**config.mk**
```make
export PLATFORM = sky130hd
export DESIGN_NAME = fifo_top
export DESIGN_NICKNAME = d
export VERILOG_FILES = /design/src/rtl/fifo_pkg.sv /design/src/rtl/fifo_regfile.sv /design/src/rtl/fifo_top.sv
export SDC_FILE = /design/constraint.sdc
export NUM_CORES = 1
export LEC_CHECK = 0
export ABC_AREA = 1
export BUFFER_PORTS_ARGS = -buffer_cell sky130_fd_sc_hd__buf_2
export CORE_MARGIN = 10
export CORE_UTILIZATION = 65
export CTS_BUF_LIST = sky130_fd_sc_hd__clkbuf_8
export CTS_CLUSTER_DIAMETER = 50
export DETAILED_ROUTE_END_ITERATION = 10
export GPL_ROUTABILITY_DRIVEN = 0
export GPL_TIMING_DRIVEN = 0
export PLACE_DENSITY = 0.84
export SYNTH_ARGS = -nofsm -noshare
export SYNTH_HDL_FRONTEND = slang
export SYNTH_SLANG_ARGS = --single-unit
```
**constraint.sdc**
```tcl
create_clock -name clk_i -period 5.7 [get_ports clk_i]
set_input_delay 1.14 -clock clk_i [delete_from_list [all_inputs] [get_ports clk_i]]
set_output_delay 1.14 -clock clk_i [all_outputs]
set_load 0.01 [all_outputs]
```
**src/rtl/fifo_pkg.sv**
```systemverilog
// -----------------------------------------------------------------------------
// fifo_pkg
// Shared defaults and types for the register-based synchronous FIFO.
//   FIFO_DATA_W : default word width in bits
//   FIFO_DEPTH  : default number of storage entries (power of two, >= 2)
//   word_t      : one FIFO word at the default width
//   FIFO_PTR_W  : pointer width, indexes 0..DEPTH-1
//   FIFO_CNT_W  : occupancy counter width, holds 0..DEPTH
// -----------------------------------------------------------------------------
package fifo_pkg;

    localparam int FIFO_DATA_W = 32;
    localparam int FIFO_DEPTH  = 4;
    localparam int FIFO_PTR_W  = $clog2(FIFO_DEPTH);
    localparam int FIFO_CNT_W  = FIFO_PTR_W + 1;

    typedef logic [FIFO_DATA_W-1:0] word_t;

endpackage : fifo_pkg

```
**src/rtl/fifo_regfile.sv**
```systemverilog
// -----------------------------------------------------------------------------
// fifo_regfile
// DEPTH x DATA_W register array: one synchronous write port, one
// asynchronous read port. Contents are not reset.
//   clk_i   : clock, write on rising edge
//   we_i    : write enable
//   waddr_i : write address
//   wdata_i : write data
//   raddr_i : read address
//   rdata_o : combinational read data at raddr_i
// -----------------------------------------------------------------------------
module fifo_regfile
    import fifo_pkg::*;
#(
    parameter int DATA_W = FIFO_DATA_W,
    parameter int DEPTH  = FIFO_DEPTH,
    parameter int PTR_W  = $clog2(DEPTH)
) (
    input  logic              clk_i,
    input  logic              we_i,
    input  logic [PTR_W-1:0]  waddr_i,
    input  logic [DATA_W-1:0] wdata_i,
    input  logic [PTR_W-1:0]  raddr_i,
    output logic [DATA_W-1:0] rdata_o
);

    logic [DATA_W-1:0] mem_q [DEPTH];

    always_ff @(posedge clk_i) begin
        if (we_i) begin
            mem_q[waddr_i] <= wdata_i;
        end
    end

    assign rdata_o = mem_q[raddr_i];

endmodule : fifo_regfile

```
**src/rtl/fifo_top.sv**
```systemverilog
// -----------------------------------------------------------------------------
// fifo_top
// Single-clock FIFO with registered output word and registered flags.
//   clk_i    : system clock, rising edge
//   rst_i    : synchronous active-low reset
//   push_i   : write request (level, one write per cycle)
//   data_i   : write data
//   pop_i    : read request (level, one read per cycle)
//   data_o   : last popped word, held between pops
//   full_o   : DEPTH words stored
//   pnding_o : at least one word stored
// -----------------------------------------------------------------------------
module fifo_top
    import fifo_pkg::*;
#(
    parameter int DATA_W = FIFO_DATA_W,
    parameter int DEPTH  = FIFO_DEPTH
) (
    input  logic              clk_i,
    input  logic              rst_i,
    input  logic              push_i,
    input  logic [DATA_W-1:0] data_i,
    input  logic              pop_i,
    output logic [DATA_W-1:0] data_o,
    output logic              full_o,
    output logic              pnding_o
);

    localparam int PTR_W = $clog2(DEPTH);
    localparam int CNT_W = PTR_W + 1;

    logic [PTR_W-1:0]  wr_ptr_q, wr_ptr_d;
    logic [PTR_W-1:0]  rd_ptr_q, rd_ptr_d;
    logic [CNT_W-1:0]  count_q,  count_d;
    logic              full_q,   full_d;
    logic              pnding_q, pnding_d;
    logic [DATA_W-1:0] dout_q,   dout_d;
    logic [DATA_W-1:0] rdata;
    logic              pop_ok;
    logic              push_ok;

    // A pop is only taken when data is pending, so a push into an empty
    // FIFO never bypasses to data_o. When full, a same-cycle pop frees
    // the slot the push lands in.
    assign pop_ok  = pop_i & pnding_q;
    assign push_ok = push_i & (~full_q | pop_ok);

    fifo_regfile #(
        .DATA_W (DATA_W),
        .DEPTH  (DEPTH),
        .PTR_W  (PTR_W)
    ) u_regfile (
        .clk_i   (clk_i),
        .we_i    (push_ok & rst_i),
        .waddr_i (wr_ptr_q),
        .wdata_i (data_i),
        .raddr_i (rd_ptr_q),
        .rdata_o (rdata)
    );

    always_comb begin
        wr_ptr_d = wr_ptr_q;
        rd_ptr_d = rd_ptr_q;
        count_d  = count_q;
        dout_d   = dout_q;

        // Pointers wrap naturally since DEPTH is a power of two.
        if (push_ok) begin
            wr_ptr_d = wr_ptr_q + PTR_W'(1);
        end
        if (pop_ok) begin
            rd_ptr_d = rd_ptr_q + PTR_W'(1);
            dout_d   = rdata;
        end

        if (push_ok && !pop_ok) begin
            count_d = count_q + CNT_W'(1);
        end else if (pop_ok && !push_ok) begin
            count_d = count_q - CNT_W'(1);
        end

        full_d   = (count_d == CNT_W'(DEPTH));
        pnding_d = (count_d != '0);
    end

    always_ff @(posedge clk_i) begin
        if (!rst_i) begin
            wr_ptr_q <= '0;
            rd_ptr_q <= '0;
            count_q  <= '0;
            full_q   <= 1'b0;
            pnding_q <= 1'b0;
            dout_q   <= '0;
        end else begin
            wr_ptr_q <= wr_ptr_d;
            rd_ptr_q <= rd_ptr_d;
            count_q  <= count_d;
            full_q   <= full_d;
            pnding_q <= pnding_d;
            dout_q   <= dout_d;
        end
    end

    assign data_o   = dout_q;
    assign full_o   = full_q;
    assign pnding_o = pnding_q;

endmodule : fifo_top

```
## After elaboration in Yosys (flattened, before gate mapping)

Memory sizes are Yosys's and may differ from the RTL's. A register that Yosys moved wholly into a read port is not among the register bits.
Index checks and enable logic that the tools add are counted.

- Memories kept: 1
- Register bits: 9
- Memory bits (writable): 128
- Word-level logic and storage cells: 26
- Input port bits: 36
- Output and inout bits: 34

Memories:

| name | words | bits a word | read ports | clocked after memory_dff | wr ports | RTL line | RTL |
|---|---|---|---|---|---|---|---|
| u_regfile.mem_q | 4 | 32 | 1 | 1 | 1 | fifo_regfile.sv:27 | `logic [DATA_W-1:0] mem_q [DEPTH];` |

- Muxes and demuxes: 4
- Eq/ne operators: 1
- Bitwise logic cells: 5
- Reduce and logical (&&, ||, !) cells: 6
- Add/sub/neg operators: 4

Operators by type and width:

| operator | count |
|---|---|
| 2-to-1 mux 3 bit | 2 |
| adder 2 x 1 -> 2 bit, second input constant | 2 |
| adder 3 x 1 -> 3 bit, second input constant | 1 |
| AND 1 bit | 3 |
| equality test 3 bit, second input constant | 1 |
| logical NOT 1 bit | 3 |
| nonzero test 3 bit | 1 |
| subtractor 3 x 1 -> 3 bit, second input constant | 1 |
| logical AND 1 bit | 2 |
| 2-to-1 mux 1 bit | 2 |
| inverter 1 bit | 1 |
| OR 1 bit | 1 |

## Longest topological paths before layout

- Word-level depth: 8
- Gate-level depth with buffers: 9
- Gate-level depth less buffers: 9

## Hierarchy

A second synthesis with hierarchy kept.

- Cells, all modules: 721
- Area, all modules: 7,045.5 um2

By module, submodules not included:

| module | area an instance (um2) | sequential area each (um2) | instances | cells an instance |
|---|---|---|---|---|
| fifo_regfile | 5,437.7 | 3,843.7 | 1 | 509 |
| fifo_top | 1,607.8 | 820.8 | 1 | 212 |

## Least setup slack after synthesis

No wires, ideal clock.

- Kind: input to register
- From: input pop_i
- To: memory u_regfile.mem_q[0][0] in the netlist's numbering (enable)
- Data required time: 5.279 ns
- Buffers on the path: 0
- Path slack: 2.300 ns
- Setup time: 0.421 ns
- Stages: 4
- Data arrival time: 2.979 ns
- Path through: nand2_2 -> a21oi_1 -> nand2_1 -> nor2_1

- Cells in the longest elaborated chain, start to end: 6

Ends and longest elaborated chain:

| element | RTL line | RTL |
|---|---|---|
| start: declaration | fifo_top.sv:23 | `input logic pop_i,` |
| AND 1 bit | fifo_top.sv:45 | `assign pop_ok = pop_i & pnding_q;` |
| OR 1 bit | fifo_top.sv:46 | `assign push_ok = push_i & (~full_q \| pop_ok);` |
| AND 1 bit | fifo_top.sv:46 |  |
| AND 1 bit | fifo_top.sv:54 | `.we_i (push_ok & rst_i),` |
| 2-to-1 mux 1 bit | fifo_regfile.sv:30 | `if (we_i) begin` |
| 2-to-1 mux 1 bit (not written as such) | fifo_regfile.sv:31 | `mem_q[waddr_i] <= wdata_i;` |
| end: declaration | fifo_regfile.sv:27 |  |

No other way between the ends.

## Final worst setup path

- From: input pop_i
- To: memory u_regfile.mem_q[2][14] in the netlist's numbering (enable)

The elaborated chain is that of the path after synthesis.

==> results.cfg <==
[detailed_routing]
met1_length_um = 5490
totalWireLength_um = 15000
drc = 0
wire_per_inst_um = 18.0
drt-initial-drc-count = 459
route.met2.wl_um = 7810
dr.max_layer_used = met4
firstDrtPassIters = 5
drtAntennaViolNets = 0
vias = 4698
avgViaCountPerCell = 5.65
dr_wl_met3_um = 1280

[synthesis]
synth_top_area_frac = 0.576
seq_area_frac_synth = 0.700
netlist_area_um2 = 6670
synth_area_leaders = edfxtp_1 58%, dfxtp_1 12%, nor2_1 9.5%, o211ai_1 3.3%, inv_1 3.0%
ys_ff_latch = 169
yosysMostFrequentCell = nor2_1
synth_enable_flop_cells = 128
syn-num-nets = 636
synthArstFlopShare = 0
yosysTopAreaCell = edfxtp_1
syn_inst = 594
ys_warn_count = 0
synth_commonest_cells = 168 x nor2_1, 128 x edfxtp_1, 54 x inv_1, 52 x nand2_1, 41 x dfxtp_1
avgSynthCellArea_um2 = 11.2
ys.flop_type = edfxtp_1
yosysUniqueCellTypes = 23

[worst_setup_path]
startpoint = pop_i
start_kind = primary input
worst_r2r_startpoint = pnding_o
worst-endpoint-required_ns = 5.86
cp_slowest_cell = nor2_4
slowest_delay_ns = 0.58
cp.buffers_inverters = 2
path_delay_family = simple AND/OR/NAND/NOR gates
cp_max_fo = 18
cp.arrival_ns = 2.82
path_cells = buf_2, nand2_2, a21oi_1, nand2_1, nor2_4, buf_16
worstSetupEndpointType = flop
critPathKind = in2reg

[pwr]
switching_share = 0.294
power.internal_uw = 2080
powerDensity_nw_per_um2 = 381
clkPwrFrac = 0.302
ir_worst_vdd_uv = 252
p_comb_frac = 0.201
power_switching_uw = 867
power.static_leakage_uw = 0.00315
pwr-share-seq = 0.496

[layout]
drive_gt1_frac = 0.200
instances_no_fill = 832
final_nets = 728
antenna_cells = 0
syn_to_final_growth_pct = 15.9
fillers = 614

[timing]
fin_setup_tns_ns = 0
tightest_slew_ns = 0.623
clock_skew_ns = 0.0134
slew_headroom = 0.584
drv_slew = 0
timing.final.crit_share = 0.467
fin_crit_ns = 2.66
rsz0062_at_grt = no
fmax_mhz = 376
hold_viol = 0
setup_viol = 0

[global_route]
grt_antenna_before_repair = 0
grt_use_total = 0.205
grt_pass1_wl_um = 23200
grt_remaining_overflow = 0
grt_pass1_vias = 4743
grt_max_degree = 28

[die]
pin_count = 70
row_count = 36
start_util = 0.676
die_x_um = 121
coreArea_um2 = 9860
fp.dieH_um = 121
die_area_um2 = 14700

[place]
port_buffers = 69
dp_hpwl_um = 9350
dp.cells = 800

[min_path]
hp-class = reg2reg
min_from = wr_ptr_q[0]

[clock_tree]
cts_sinks = 169
cts_tree = done
numCtsBuffers = 17
clk_pin_slew_ns = 0.09
clock_latency_ns = 0.46
cts_resized = 0
clock_path_buffers = 2
htreeDepth = 4
holdBufCountCts = 0
post-cts-setup-buffer-count = 0
root_buffer = clkbuf_8

[outcome]
status = complete, no violations

[job]
drv_cap = 0
## per-layer routing
layer  track usage  vias to the layer above
met4         0.105                        0
met5             0                        -
met3        0.0540                       41
li1              -                     2187
met2         0.359                      270
met1         0.225                     2200
## layout make-up
class	count	area, um2	share of cell area
Timing Repair Buffer	73	440	0.0570
Sequential cell	169	4660	0.604
Tap cell	133	166	0.0215
Inverter	55	206	0.0267
Clock inverter	15	188	0.0243
Clock buffer	17	234	0.0303
Multi-Input combinational cell	339	1590	0.206
Buffer	31	233	0.0301
## final timing paths
path | to | slack, ns | cells after the start
min | wr_ptr_q[0] | 0.52 | 1
max | u_regfile.mem_q[2][14] | 3.04 | 6
max reg2reg | u_regfile.mem_q[2][14] | 3.43 | 5
min reg2reg | wr_ptr_q[0] | 0.52 | 1
## worst reg2reg max path: cells and delay by family (launching register included)
family                 cells  cell delay [ns]
AND/OR/NAND/NOR            3             1.04
flip-flops                 1             0.38
AO/OA/AOI/OAI              1             0.30
buffers and inverters      1             0.25
## flip-flops by register name (all words and copies together), names as in the netlist
signal	cells
pnding_o	1
u_regfile.mem_q	128
rd_ptr_q	2
count_q	3
data_o	32
wr_ptr_q	2
full_o	1
## layout by cell type (no fill, tap or decap), drive strengths merged
| cell | count |
|---|---|
| clkbuf | 22 |
| dfxtp | 41 |
| nand4 | 1 |
| ha | 6 |
| bufinv | 3 |
| clkinv | 2 |
| o211ai | 32 |
| edfxtp | 128 |
| nand3 | 7 |
| clkinvlp | 3 |
| buf | 99 |
| o21ai | 67 |
| inv | 62 |
| nor2 | 168 |
| nand2 | 53 |
| a21oi | 5 |
## logic make-up after synthesis
logic type | share of synthesized area
fa+ha+maj | 0.0113
compound gates | 0.0923
buf+inv | 0.0659
flops | 0.700
simple gates | 0.131
## through the flow
stage          instance area [um2]  power [uW]  worst slack [ns]  hold slack (ns)   util
3_3_place_gp                  7180        2030              1.14            0.480  0.728
6_report                      7730        2940              3.04            0.516  0.783
2_1_floorplan                 6670        1870              2.30            0.463      -
5_1_grt                       7730        3070              2.94            0.566  0.783
3_5_place_dp                  7300        2070              2.59            0.491  0.740
4_1_cts                       7730        2950              3.06            0.512  0.783
## power by group through the flow
| stage | logic [uW] | registers [uW] | clock network, uW |
|---|---|---|---|
| floorplan | 355 | 1510 | 0 |
| global placement | 547 | 1490 | 0 |
| detailed placement | 586 | 1490 | 0 |
| CTS | 592 | 1460 | 894 |
| global route | 658 | 1470 | 946 |
| finish | 593 | 1460 | 889 |
No activity file was read; power rests on OpenSTA's default activity.
